[config.mk]
export PLATFORM = sky130hd
export DESIGN_NAME = seq_lut_multiplier
export DESIGN_NICKNAME = d
export VERILOG_FILES = /design/src/rtl/seq_lut_multiplier.sv
export SDC_FILE = /design/constraint.sdc
export NUM_CORES = 1
export LEC_CHECK = 0
export BUFFER_PORTS_ARGS = -buffer_cell sky130_fd_sc_hd__buf_2
export CORE_MARGIN = 3
export CORE_UTILIZATION = 54
export CTS_BUF_LIST = sky130_fd_sc_hd__clkbuf_16
export DETAILED_ROUTE_END_ITERATION = 7
export PLACE_DENSITY = 0.7
export SYNTH_ARGS = -nofsm -noshare
export SYNTH_HDL_FRONTEND = slang
export SYNTH_SLANG_ARGS = --single-unit
[constraint.sdc]
create_clock -name clk -period 4.8 [get_ports clk]
set_input_delay 0 -clock clk [delete_from_list [all_inputs] [get_ports clk]]
set_output_delay 0 -clock clk [all_outputs]
set_load 0.05 [all_outputs]
[src/rtl/seq_lut_multiplier.sv]
// Sequential unsigned multiplier: retires two bits of B per clock through a {0,A,2A,3A} partial-product table.
// Latency: WIDTH_B/2 cycles from the start-sampling edge to done (SEQ_MULT_EARLY_TERM_EN stops after the top nonzero digit).
// Backpressure: none; start is only sampled in IDLE, and requests arriving while busy are dropped, not queued.
//
// Build option: define SEQ_MULT_EARLY_TERM_EN to finish as soon as the remaining digits of B are all zero.
// Products are identical either way; only the done timing changes.

module seq_lut_multiplier #(
    parameter int WIDTH_A = 8,   // multiplicand width, >= 1
    parameter int WIDTH_B = 8    // multiplier width, even and >= 2
) (
    input  logic                       clk,
    input  logic                       reset,
    input  logic                       start,
    input  logic [WIDTH_A-1:0]         A,
    input  logic [WIDTH_B-1:0]         B,
    output logic                       busy,
    output logic                       done,
    output logic [WIDTH_A+WIDTH_B-1:0] M
);

    // Number of 2-bit digits in B, and the counter width needed to index them.
    localparam int N     = WIDTH_B / 2;
    localparam int WM    = WIDTH_A + WIDTH_B;
    localparam int WPP   = WIDTH_A + 2;
    localparam int CNT_W = (N > 1) ? $clog2(N) : 1;

    localparam logic [CNT_W-1:0] LAST_CNT = CNT_W'(N - 1);

    // Control states.
    localparam logic [1:0] ST_IDLE = 2'd0;
    localparam logic [1:0] ST_RUN  = 2'd1;
    localparam logic [1:0] ST_DONE = 2'd2;

    logic [1:0]         state;
    logic [WIDTH_A-1:0] a_r;
    logic [WIDTH_B-1:0] b_sh;
    logic [WM-1:0]      acc;
    logic [CNT_W-1:0]   cnt;

    logic [WPP-1:0]     a_ext;
    logic [WPP-1:0]     pp;
    logic [WM-1:0]      pp_sh;
    logic [WM-1:0]      acc_nxt;
    logic [WIDTH_B-1:0] b_sh_nxt;
    logic               last_digit;
    logic               finish;

    // Status is a pure decode of the state register, so it changes only on clock edges.
    assign busy = (state != ST_IDLE);
    assign done = (state == ST_DONE);

    // Multiplicand widened by two bits so that 3*A cannot overflow the partial product.
    assign a_ext = {2'b00, a_r};

    // Partial-product table indexed by the current (least significant remaining) digit of B.
    always_comb begin
        pp = '0;
        case (b_sh[1:0])
            2'b00:   pp = '0;
            2'b01:   pp = a_ext;
            2'b10:   pp = a_ext << 1;
            2'b11:   pp = (a_ext << 1) + a_ext;
            default: pp = '0;
        endcase
    end

    // Weight the partial product by its digit position (2 bits per digit) and add it in.
    // The full product fits in WM bits, so the sum never carries out.
    assign pp_sh    = WM'(pp) << {cnt, 1'b0};
    assign acc_nxt  = acc + pp_sh;
    assign b_sh_nxt = b_sh >> 2;

    assign last_digit = (cnt == LAST_CNT);

`ifdef SEQ_MULT_EARLY_TERM_EN
    // Once every digit above the current one is zero, the remaining steps would add nothing.
    assign finish = last_digit || (b_sh_nxt == '0);
`else
    // Fixed schedule: always walk all N digits.
    assign finish = last_digit;
`endif

    // Control FSM plus datapath registers; reset aborts any operation in flight.
    always_ff @(posedge clk or posedge reset) begin
        if (reset) begin
            state <= ST_IDLE;
            a_r   <= '0;
            b_sh  <= '0;
            acc   <= '0;
            cnt   <= '0;
            M     <= '0;
        end else begin
            case (state)
                ST_IDLE: begin
                    if (start) begin
                        a_r   <= A;
                        b_sh  <= B;
                        acc   <= '0;
                        cnt   <= '0;
                        state <= ST_RUN;
                    end
                end
                ST_RUN: begin
                    acc  <= acc_nxt;
                    b_sh <= b_sh_nxt;
                    cnt  <= cnt + CNT_W'(1);
                    if (finish) begin
                        // M is the only externally visible result and moves only here.
                        M     <= acc_nxt;
                        state <= ST_DONE;
                    end
                end
                ST_DONE: begin
                    state <= ST_IDLE;
                end
                default: begin
                    state <= ST_IDLE;
                end
            endcase
        end
    end

endmodule

After elaboration in Yosys (flattened, before gate mapping)
Index checks and enable logic that the tools add are counted.
{ "totals": {"regBits": 52, "inputBits": 19} }
{ "op_classes": {"n_eq_ne": 8, "mux": 10, "reduce_logical": 8, "add_sub_neg": 3, "shifts": 1} }
{ "op_table": {"columns": ["operator", "n"], "rows": [
  ["one-hot mux 10 bit (4 select lines)", 1],
  ["one-hot mux 16 bit (2 select lines)", 1],
  ["adder 16 bit", 1],
  ["2-to-1 mux 16 bit", 1],
  ["one-hot mux 8 bit (2 select lines)", 1],
  ["left shift 10 x 3 -> 16 bit", 1],
  ["adder 9 x 8 -> 10 bit", 1],
  ["== test 2 bit (second input constant)", 4],
  ["2-to-1 mux 8 bit", 1],
  ["one-hot mux 2 bit (2 select lines)", 2],
  ["AND reduction 2 bit", 4],
  ["2-to-1 mux 2 bit", 3],
  ["== test 2 x 1 -> 1 bit (second input constant)", 2],
  ["logical NOT 2 bit", 2],
  ["inequality test 2 bit (second input constant)", 2],
  ["nonzero test 2 bit", 2],
  ["adder 2 x 1 -> 2 bit (second input constant)", 1]
]} }

Logic depth before layout (Yosys ltp)
{ "depth": {"ltp_word": 5, "depth_mapped": 17, "depth_no_buf": 16} }

Least setup slack after synthesis
OpenSTA, ideal clock, no wires.
{ "synth_timing": {"kind": "register -> register", "start": "register a_r[4]", "end": "register M[15]", "arrival_ns": 3.475, "path_stages_with_launch": 15, "n_path_buf": 0, "setup_time_ns": 0.125, "path_slack_ns": 1.201, "cell_sequence": "dfrtp_1 ha_1 a2111oi_2 a21boi_1 o21ai_1 a211oi_1 o21ba_1 mux2i_1 ha_1 a21o_1 a21o_1 a211oi_1 and2_1 xor3_1 mux2_2"} }
{ "synth_via": {"elab_chain_cells": 4} }
{ "synth_lines": {"columns": ["item", "line_no", "source"], "rows": [
  ["start, declared", "36", "logic [WIDTH_A-1:0] a_r;"],
  ["start signal, assigned", "88", "a_r <= '0;"],
  ["start signal, assigned", "97", "a_r <= A;"],
  ["adder 9 x 8 -> 10 bit", "63", "2'b11: pp = (a_ext << 1) + a_ext;"],
  ["one-hot mux 10 bit (4 select lines) (*)", "59", "case (b_sh[1:0])"],
  ["left shift 10 x 3 -> 16 bit (*)", "70", "assign pp_sh = WM'(pp) << {cnt, 1'b0};"],
  ["adder 16 bit (*)", "71", "assign acc_nxt = acc + pp_sh;"],
  ["end signal, assigned", "110", "M <= acc_nxt;"],
  ["end, declared", "19", "output logic [WIDTH_A+WIDTH_B-1:0] M"]
]} }
Every way passes the cells marked *; elsewhere a longest branch is shown, timed or not.
A chain may end at the register's enable or synchronous reset.

Final worst setup path
{ "layout_timing": {"start": "register a_r[0]", "end": "register M[15]"} }
Same word-level chain as after synthesis.

==> metrics.yaml <==
tritoncts: "done"
clk_pin_slew_worst_paths_ns: 0.07
syn_avg_cell_area_um2: 8.64
synth_cells: 412
vias: 3034
globalRouteOverflowTotal: 0
async_reset_ff_frac: 1.00
dieHeight_um: 87.2
grt_pass1_vias: 2947
met3_usage: 0.0350
grt_max_degree: 53
vias_per_cell: 5.79
htree_levels: 2
drtIter0Drc: 169
clk_latency_ns: 0.29
yosysWarningCount: 0
syn_nets: 458
period_minus_slack_ns: 4.04
final_nets: 494
grt_usage: 0.228
dpl.hpwl_um: 5780
area_delta_synth_final_pct: 13.6
root_buffer: "clkbuf_16"
synthFlopType: "dfrtp_1"
num_antenna_cells: 0
die_area_mm2: 0.00760
cts_buffers: 5
fmax_ghz: 0.247
start_kind: "register"
io_pins: 37
fin_hold_ws_ns: -0.0380
worstMarginPinSlew_ns: 1.07
drc: 0
endpoint_kind: "register"
ant_nets: 0
gp_congestion: 0.872
rr_startpoint: "a_r[0]"
wirelength_um: 8050
r2r_cells: 16
drt-pass1-iter-count: 4
rows: 28
r2r_end: "M[15]"
die_width_um: 87.2
initial_core_util: 0.577
required_ns: 4.98
busiest_layer: "met2"
fin_skew_ns: 0.00546
maxCapViolations: 0
port_buffers: 36
avgRoutedWirePerCell_um: 15.4
antenna_found_initial: 0
synth_edf_count: 0
ys_ff_latch: 52
finalSetupTns_ns: 0
grt_pass1_wl_um: 13800
drive_above_1_share: 0.147
period_share: 0.842
crit_type: "reg -> reg"
rsz0062_at_grt: "no"
syn_area_mm2: 0.00356
status: "finished with violations"
worstPathArrival_ns: 4.23
use_met2: 0.360
startpoint: "a_r[0]"
hold_viol: 52
met1_usage: 0.323
endpoint: "M[15]"
synth-seq-area-share: 0.366
violations: "negative hold slack"
maxSlewViolCount: 0
r2r_setup_slack_ns: 0.76
finalSetupViolCount: 0
clock_path_buffers: 2
min_path_type: "in -> async"
ys_types: 55
cts.sinks: 52
crit_fanout: 6
coreArea_mm2: 0.00617
slew_headroom: 0.289
## cell families (layout without fill, tap and decap cells)
| family | count (synthesis) | in the layout | share of synthesized area |
|---|---|---|---|
| compound gates | 132 | 132 | 0.245 |
| xor+xnor | 14 | 14 | 0.0387 |
| fa+ha+maj | 27 | 27 | 0.0991 |
| buf+inv | 40 | 77 | 0.0439 |
| flops | 52 | 52 | 0.366 |
| mux | 12 | 12 | 0.0362 |
| simple gates | 135 | 135 | 0.172 |
## routing by layer
metal,wire (um),part of all wire
met4,136,0.017
met2,3660,0.46
met1,3950,0.49
met3,297,0.037
met5,0,0
## per-stage QoR
| stage | worst slack (ns) | hold WS (ns) | std cells | area (um^2) | util |
|---|---|---|---|---|---|
| floorplan | 1.20 | 0.105 | 412 | 3560 | - |
| global route | 0.508 | 0.0624 | 524 | 4050 | 0.656 |
| CTS | 0.775 | 0.00395 | 524 | 4050 | 0.656 |
| finish | 0.758 | -0.0380 | 524 | 4050 | 0.656 |
| detailed placement | 0.788 | 0.194 | 501 | 3750 | 0.608 |
| global placement | 0.784 | 0.188 | 501 | 3750 | 0.608 |
## registers in the layout, indices dropped and copies added, names as in the netlist
| register | cells |
|---|---|
| M | 16 |
| acc | 16 |
| a_r | 8 |
| b_sh | 8 |
| cnt | 2 |
| state | 2 |
## Yosys cell counts (3+ instances only)
cell	number	area share
mux2i_1	5	0.014
nor2b_1	5	0.0088
nand3_1	21	0.030
o21ai_0	40	0.056
buf_2	5	0.0070
o211ai_1	5	0.011
xor2_1	8	0.020
and2_1	5	0.0088
nand2_1	70	0.074
o22ai_1	6	0.011
a21o_1	9	0.019
inv_1	15	0.016
o21ai_1	3	0.0042
a211oi_1	6	0.013
a31oi_1	6	0.011
nand2b_1	3	0.0053
a21oi_1	25	0.035
o31ai_1	3	0.0063
clkbuf_1	18	0.019
nand4_1	3	0.0053
dfrtp_1	52	0.37
xnor2_1	5	0.012
ha_1	25	0.088
nor3_1	5	0.0070
o21a_1	7	0.015
nor2_1	15	0.016
mux2_2	7	0.022
## placed cells by master, fill, tap and decap left out, types with 6 or more instances in the layout
cell           synthesis  routed
a211oi_1               6       6
a21o_1                 9       9
a21oi_1               25      25
a31oi_1                6       6
buf_2                  5      36
dfrtp_1               52      52
dlygate4sd3_1          0      15
ha_1                  25      25
inv_1                 15      14
mux2_2                 7       7
nand2_1               70      70
nand3_1               21      21
nor2_1                15      15
o21a_1                 7       7
o21ai_0               40      40
o22ai_1                6       6
xor2_1                 8       8
## final cells by class
| cell class | instances | area, um^2 |
|---|---|---|
| fillers | 553 | 2120 |
| multi-input cells | 320 | 2100 |
| flip-flops and latches | 52 | 1300 |
| repair buffers | 52 | 338 |
| clock buffers | 5 | 125 |
| well taps | 75 | 93.8 |
| inverters | 17 | 63.8 |
| clock inverters | 3 | 21.3 |
## what timing repair did
| item | in CTS | in global routing |
|---|---|---|
| hold buffers | 15 | 0 |
| setup buffers | 0 | 0 |
| resized for setup | 0 | 0 |
| hold endpoints to repair | 15 | 0 |
## worst max-delay path, cell delays in order, from the launching register on
cell	delay [ns]
dfrtp_1	0.43
ha_1	0.23
inv_1	0.06
fa_1	0.39
nor2b_1	0.17
o21ai_0	0.13
and4_2	0.25
nor3_1	0.31
mux2_2	0.22
o22ai_1	0.07
ha_1	0.42
o21ai_1	0.13
a211oi_2	0.34
nand3_1	0.16
and2_1	0.17
xor3_1	0.18
mux2_2	0.27
## worst min-delay path by stage
stage,to,slack [ns]
after detailed placement,a_r[5],0.19
after floorplan,a_r[0],0.11
final,M[11],-0.04
after global routing,b_sh[1],0.06
after global placement,b_sh[7],0.19
after CTS,b_sh[1],0.004
Power is left out: the tool's default activity adds up to more than one toggle a clock period on the data nets, which glitch-free logic cannot reach.
